File: src/rtl/bictr_pkg.sv
// Shared definitions for the multi-channel bidirectional terminal-count counter.
package bictr_pkg;

    // Global terminal-count mode encodings; 2'b11 is reserved and behaves as FREE.
    localparam logic [1:0] MODE_FREE   = 2'b00;
    localparam logic [1:0] MODE_RELOAD = 2'b01;
    localparam logic [1:0] MODE_STOP   = 2'b10;

    // True when the mode requests a reload at the terminal value.
    function automatic logic is_reload(input logic [1:0] mode);
        return mode == MODE_RELOAD;
    endfunction

    // True when the mode requests a hold at the terminal value.
    function automatic logic is_stop(input logic [1:0] mode);
        return mode == MODE_STOP;
    endfunction

endpackage

File: src/rtl/bictr_dcnto_ch.sv
// One counter channel: load, dynamic terminal compare, reload/stop action,
// terminal pulse and sticky wrap flag.
module bictr_dcnto_ch
    import bictr_pkg::*;
#(
    parameter int WIDTH = 4
) (
    input  logic             clk,
    input  logic             reset,
    input  logic [WIDTH-1:0] data,
    input  logic             load,
    input  logic             cen,
    input  logic             up_dn,
    input  logic [1:0]       mode,
    input  logic [WIDTH-1:0] count_to,
    input  logic             clr_flags,
    output logic [WIDTH-1:0] count,
    output logic             tercnt,
    output logic             ter_pulse,
    output logic             wrap
);

    localparam logic [WIDTH-1:0] ONE = WIDTH'(1);

    logic [WIDTH-1:0] step;
    logic             at_boundary;
    logic [WIDTH-1:0] nxt_count;
    logic             nxt_pulse;
    logic             wrap_evt;

    // Zero-latency terminal compare and the candidate counting step.
    always_comb begin
        tercnt      = (count == count_to);
        step        = up_dn ? (count + ONE) : (count - ONE);
        at_boundary = up_dn ? (&count) : ~(|count);
    end

    // Next-state selection: load > terminal action > counting step > hold.
    always_comb begin
        nxt_count = count;
        nxt_pulse = 1'b0;
        wrap_evt  = 1'b0;
        if (load) begin
            nxt_count = data;
        end else if (is_reload(mode) && cen && tercnt) begin
            nxt_count = data;
        end else if (is_stop(mode) && tercnt) begin
            nxt_count = count;
        end else if (cen) begin
            nxt_count = step;
            nxt_pulse = (step == count_to);
            wrap_evt  = at_boundary;
        end
    end

    // Register count and flags; a wrap in the same cycle beats clr_flags.
    always_ff @(posedge clk) begin
        if (reset) begin
            count     <= '0;
            ter_pulse <= 1'b0;
            wrap      <= 1'b0;
        end else begin
            count     <= nxt_count;
            ter_pulse <= nxt_pulse;
            wrap      <= wrap_evt | (wrap & ~clr_flags);
        end
    end

endmodule

File: src/rtl/bictr_dcnto_multi.sv
// NCH independent bidirectional counters sharing mode and clr_flags.
module bictr_dcnto_multi #(
    parameter int WIDTH = 4,
    parameter int NCH   = 2
) (
    input  logic                 clk,
    input  logic                 reset,
    input  logic [NCH*WIDTH-1:0] data,
    input  logic [NCH-1:0]       load,
    input  logic [NCH-1:0]       cen,
    input  logic [NCH-1:0]       up_dn,
    input  logic [1:0]           mode,
    input  logic [NCH*WIDTH-1:0] count_to,
    input  logic                 clr_flags,
    output logic [NCH*WIDTH-1:0] count,
    output logic [NCH-1:0]       tercnt,
    output logic [NCH-1:0]       ter_pulse,
    output logic [NCH-1:0]       wrap
);

    // One channel per slice; no signal crosses between channels.
    for (genvar i = 0; i < NCH; i++) begin : g_ch
        bictr_dcnto_ch #(.WIDTH(WIDTH)) u_ch (
            .clk       (clk),
            .reset     (reset),
            .data      (data[i*WIDTH +: WIDTH]),
            .load      (load[i]),
            .cen       (cen[i]),
            .up_dn     (up_dn[i]),
            .mode      (mode),
            .count_to  (count_to[i*WIDTH +: WIDTH]),
            .clr_flags (clr_flags),
            .count     (count[i*WIDTH +: WIDTH]),
            .tercnt    (tercnt[i]),
            .ter_pulse (ter_pulse[i]),
            .wrap      (wrap[i])
        );
    end

endmodule

File: config.mk
export PLATFORM = sky130hd
export DESIGN_NAME = bictr_dcnto_multi
export DESIGN_NICKNAME = d
export VERILOG_FILES = /design/src/rtl/bictr_pkg.sv /design/src/rtl/bictr_dcnto_ch.sv /design/src/rtl/bictr_dcnto_multi.sv
export SDC_FILE = /design/constraint.sdc
export NUM_CORES = 1
export LEC_CHECK = 0
export ABC_AREA = 1
export CORE_UTILIZATION = 50
export CTS_BUF_LIST = sky130_fd_sc_hd__clkbuf_16
export CTS_CLUSTER_DIAMETER = 30
export DETAILED_ROUTE_END_ITERATION = 10
export PLACE_DENSITY = 0.86
export SLEW_MARGIN = 20
export SYNTH_ARGS = -nofsm -noshare
export SYNTH_HDL_FRONTEND = slang
export SYNTH_SLANG_ARGS = --single-unit
File: constraint.sdc
create_clock -name clk -period 3.33 [get_ports clk]
set_input_delay 0.666 -clock clk [delete_from_list [all_inputs] [get_ports clk]]
set_output_delay 0.666 -clock clk [all_outputs]
set_load 0.05 [all_outputs]
**Word level (Yosys, flattened, before mapping)**

Index checks and enable logic that the tools add are counted.

- Memory bits (read-only): 0
- Bits in latches: 0
- Flip-flop bits (word level): 12
- Memories kept: 0
- RAM bits: 0
- Word-level logic and storage cells: 63

- Equal/unequal tests: 8
- Muxes and demuxes: 20
- Divide/modulo/power cells: 0
- $add $sub $neg: 4
- Reductions and logical operators: 16
- Multipliers: 0
- Bitwise gates (word level): 9
- $lt $le $gt $ge: 0
- Shifts and indexed selects: 0

Operators with widths:

| operator | number |
|---|---|
| 4-bit 2-to-1 mux | 10 |
| 4-bit == test | 4 |
| 1-bit 2-to-1 mux | 10 |
| 5-bit OR reduction | 2 |
| 4-bit by 1-bit adder with 4-bit output, second input constant | 2 |
| 4-bit AND reduction | 2 |
| 4-bit OR reduction | 2 |
| 4-bit by 1-bit subtractor with 4-bit output, second input constant | 2 |
| 1-bit logical AND | 6 |
| 3-bit by 2-bit inequality test with 1-bit output, second input constant | 2 |
| 3-bit nonzero test | 2 |
| 1-bit inverter | 5 |
| 2-bit AND reduction | 2 |
| 1-bit AND | 2 |
| 2-bit by 1-bit == test with 1-bit output, second input constant | 1 |
| 2-bit == test, second input constant | 1 |
| 1-bit OR | 2 |

**Logic depth before layout (Yosys ltp)**

- Depth in word-level cells: 8
- Mapped depth: 10

**Modules after synthesis**

Synthesis repeated with hierarchy kept, for this count alone.

- Cells, all modules: 200
- Area, all modules: 1263.7 µm²

Modules (own cells, without submodules):

| module | instances | area an instance (µm²) | cells each |
|---|---|---|---|
| bictr_dcnto_ch | 2 | 631.9 | 100 |

**Least setup slack after synthesis**

OpenSTA, ideal clock, no wires.

- Kind: reg-to-output
- Start: reg g_ch[0].u_ch.count[1]
- End: out tercnt[0]
- Slack: 1199 ps
- Path buffers: 1
- Arrival: 1465 ps
- Data required time: 2664 ps
- Stages on the path, launching flop included: 6
- Path through: dfxtp_1 > inv_1 > nand2_1 > nand2_1 > nor4_1 > buf_4

- Word-level cells in the longest chain between the ends: 1

Ends and longest elaborated chain:

| element | line | text |
|---|---|---|
| start, declared | bictr_dcnto_ch.sv:17 | `output logic [WIDTH-1:0] count,` |
| start signal, assigned | bictr_dcnto_ch.sv:63 | `count <= nxt_count;` |
| 4-bit == test | bictr_dcnto_ch.sv:33 | `tercnt = (count == count_to);` |
| end, declared | bictr_dcnto_multi.sv:16 | `output logic [NCH-1:0] tercnt,` |

No other way between the ends.

**Final worst setup path**

- Start: in count_to[1]
- End: out tercnt[0]

- Word-level cells in the longest chain between the ends: 1

Ends and longest elaborated chain:

| element | line | text |
|---|---|---|
| start, declared | bictr_dcnto_multi.sv:13 | `input logic [NCH*WIDTH-1:0] count_to,` |
| 4-bit == test | bictr_dcnto_ch.sv:33 |  |

No other way between the ends.

==> flow_summary.toml <==
[route]
wl_um = 3050
first_pass_iters = 4
antenna_left = 0
vias = 1358
vias_per_cell = 4.96
remaining_drc_errors = 0
initialDrtViolationCount = 35
post_drt_wl_per_cell_um = 11.1

[power_and_ir_drop]
p_leak_uw = 0.000876
max-vdd-ir-drop_mv = 0.312
power_density_nw_per_um2 = 394

[placement]
port_buffers = 40
dp.cells = 270
dpl.hpwl_um = 2390
gp_congestion = 0.921
place_area_um2 = 1650

[setup_path]
cp_cell_sequence = "clkdlybuf4s50_1, inv_1, nand2_1, nand2_1, nor4_1, buf_4"
worstReg2RegStart = "g_ch[1].u_ch.count[0]$_SDFFE_PP0P_"
slowest_delay_ns = 0.50
cp_num_buf_inv = 3
cp.arrival_ns = 1.98
start_kind = "primary input"
rrSetupSlack_ns = 1.60
end_kind = "output pin"
setup.worst_path.end = "tercnt[0]"
crit_top_cell = "nand2_1"
slowest_stage = "clkdlybuf4s50_1"
cp.depth = 6
critPathRequiredTime_ns = 2.66
path_delay_family = "buffers and inverters"
critical_path.max_fanout = 3
cp-startpoint = "count_to[1]"
critical_path_class = "primary input to output pin"
r2r-end = "g_ch[1].u_ch.ter_pulse$_SDFF_PP0_"
r2r_cells = 6

[timing]
timing_worst_slew_pin_value_ns = 0.507
tns_ns = 0
setup_violations = 0
hold_viol = 0
rsz0062_at_grt = "no"
slew_viol_final = 0
fmax_mhz = 377
period_share_pct = 79.6
period_needed_ns = 2.65
clock_skew_ns = 0.00611
relSlewSlack_pct = 66.1

[global_routing]
antenna_found_initial = 0
grt.overflow.total = 0
grt.total_usage_pct = 24.6
grt_pass1_wl_um = 5000
grt_max_degree = 11
grt_pass1_vias = 1159

[synthesis]
synth.top_cell.area_share_pct = 19.0
synthTopCellsByArea = "dfxtp_1 (19%), nand2_1 (17%), inv_1 (8.6%)"
syn-num-nets = 241
synth_area_per_cell_um2 = 6.09
ys_ff_latch = 12
synthMostInstantiatedCell = "nand2_1"
async_flop_share_pct = 0
post-synth-top-area-cell = "dfxtp_1"
yosys-top-cells-count = "nand2_1 (58), inv_1 (29), nor2_1 (26), nand3_1 (17), dfxtp_1 (12)"
syn_inst = 208
ys_seq_area_share_pct = 19.0
yosysWarnings = 0
synthDistinctLibCells = 28
synth_edf_count = 0
ys.flop_type = "dfxtp_1"
syn_area_um2 = 1270

[outcome]
outcome = "finished, final reports clean"

[cts]
post_cts_buffers = 0
tritoncts.num_buffers = 3
clock_path_buffers = 2
htreeDepth = 1
cts.sinks = 12
cts_tree = "done"
clk_latency_ns = 0.24
postCtsHoldBufs = 0
post_cts_resize_count = 0
cts_root_buf = "clkbuf_16"
clkSlewWorstSetupHoldPaths_ns = 0.04

[floorplanning]
die_w_um = 52.3
num_rows = 17
die_area_um2 = 2740
die_h_um = 52.3
initial_core_util_pct = 55.1
io_pins = 41
core_area_um2 = 2300

[flow_run]
maxCapViolCount = 0

[final_layout]
fill_cells = 175
finalInstanceArea_um2 = 1730
instances_no_fill = 274
multi_input_area_um2 = 838
fin_util_pct = 75.3
drive_gt1_share_pct = 13.8
regArea_um2 = 240
diodes = 0
nets = 280
area.growth.synth_to_final_pct = 36.7

[min_path]
hold_depth = 2
min_path_type = "flip-flop to flip-flop"
[final cells by class]
| class | count | area share (%) |
|---|---|---|
| Clock buffer | 3 | 4.34 |
| Sequential cell | 12 | 13.9 |
| Timing Repair Buffer | 40 | 22.8 |
| Multi-Input combinational cell | 152 | 48.4 |
| Clock inverter | 1 | 0.217 |
| Inverter | 38 | 8.24 |
| Tap cell | 28 | 2.02 |
[flip-flops by register name, indices dropped and copies added, names as in the netlist]
signal,cells
g_ch.u_ch.count,8
g_ch.u_ch.ter_pulse,2
g_ch.u_ch.wrap,2
[worst min-delay path by stage]
stage	start	to	slack, ns
finish	g_ch[1].u_ch.wrap$_SDFF_PP0_	g_ch[1].u_ch.wrap$_SDFF_PP0_	0.45
global placement	g_ch[1].u_ch.wrap$_SDFF_PP0_	g_ch[1].u_ch.wrap$_SDFF_PP0_	0.44
floorplan	g_ch[1].u_ch.wrap$_SDFF_PP0_	g_ch[1].u_ch.wrap$_SDFF_PP0_	0.43
detailed placement	g_ch[1].u_ch.wrap$_SDFF_PP0_	g_ch[1].u_ch.wrap$_SDFF_PP0_	0.45
global route	g_ch[1].u_ch.wrap$_SDFF_PP0_	g_ch[1].u_ch.wrap$_SDFF_PP0_	0.49
CTS	g_ch[1].u_ch.wrap$_SDFF_PP0_	g_ch[1].u_ch.wrap$_SDFF_PP0_	0.45
[cells by family after synthesis]
kind of cell	count (synthesis)	share of synthesized area (%)
AOI/OAI and AO/OA	11	5.34
and+or+nand+nor	130	50.3
xor gates and xnor gates	5	3.46
adders and majority gates	6	7.11
DFF	12	19.0
buffers and inverters	44	14.8
[cell usage in the layout (no fill, tap or decap), types with 4 or more instances in the layout]
cell / netlist / routed
nor2_2: 6 / 6
ha_1: 4 / 4
dfxtp_1: 12 / 12
a21oi_1: 6 / 6
nand2_2: 6 / 6
nor2_1: 26 / 26
clkdlybuf4s50_1: 0 / 38
inv_2: 7 / 7
nand3_1: 17 / 17
inv_1: 29 / 29
nand2_1: 58 / 58
[metal layers]
metal | share of wire, % | routed length (um) | GRT usage (%)
met5 | 0 | 0 | 0
met3 | 6.4 | 195 | 4.64
met2 | 47 | 1420 | 42.2
met1 | 46 | 1400 | 31.7
met4 | 0.76 | 23 | 5.26
[per-stage QoR]
stage / total power [uW] / hold slack [ns] / setup WS (ns)
2_1_floorplan: 372 / 0.427 / 1.20
3_3_place_gp: 453 / 0.441 / 0.735
3_5_place_dp: 458 / 0.445 / 0.721
4_1_cts: 683 / 0.453 / 0.696
5_1_grt: 719 / 0.489 / 0.609
6_report: 682 / 0.453 / 0.680
[tightest hold or removal path: stages (launching register included)]
cell,delay [ns]
dfxtp_1,0.30
nand2_1,0.06
nand2_1,0.04
[power breakdown]
group	internal [uW]	switching [uW]	total, uW
Clock	158	63.7	222
Sequential	156	18.3	174
Combinational	113	173	286
No activity file was read; power rests on OpenSTA's default activity.
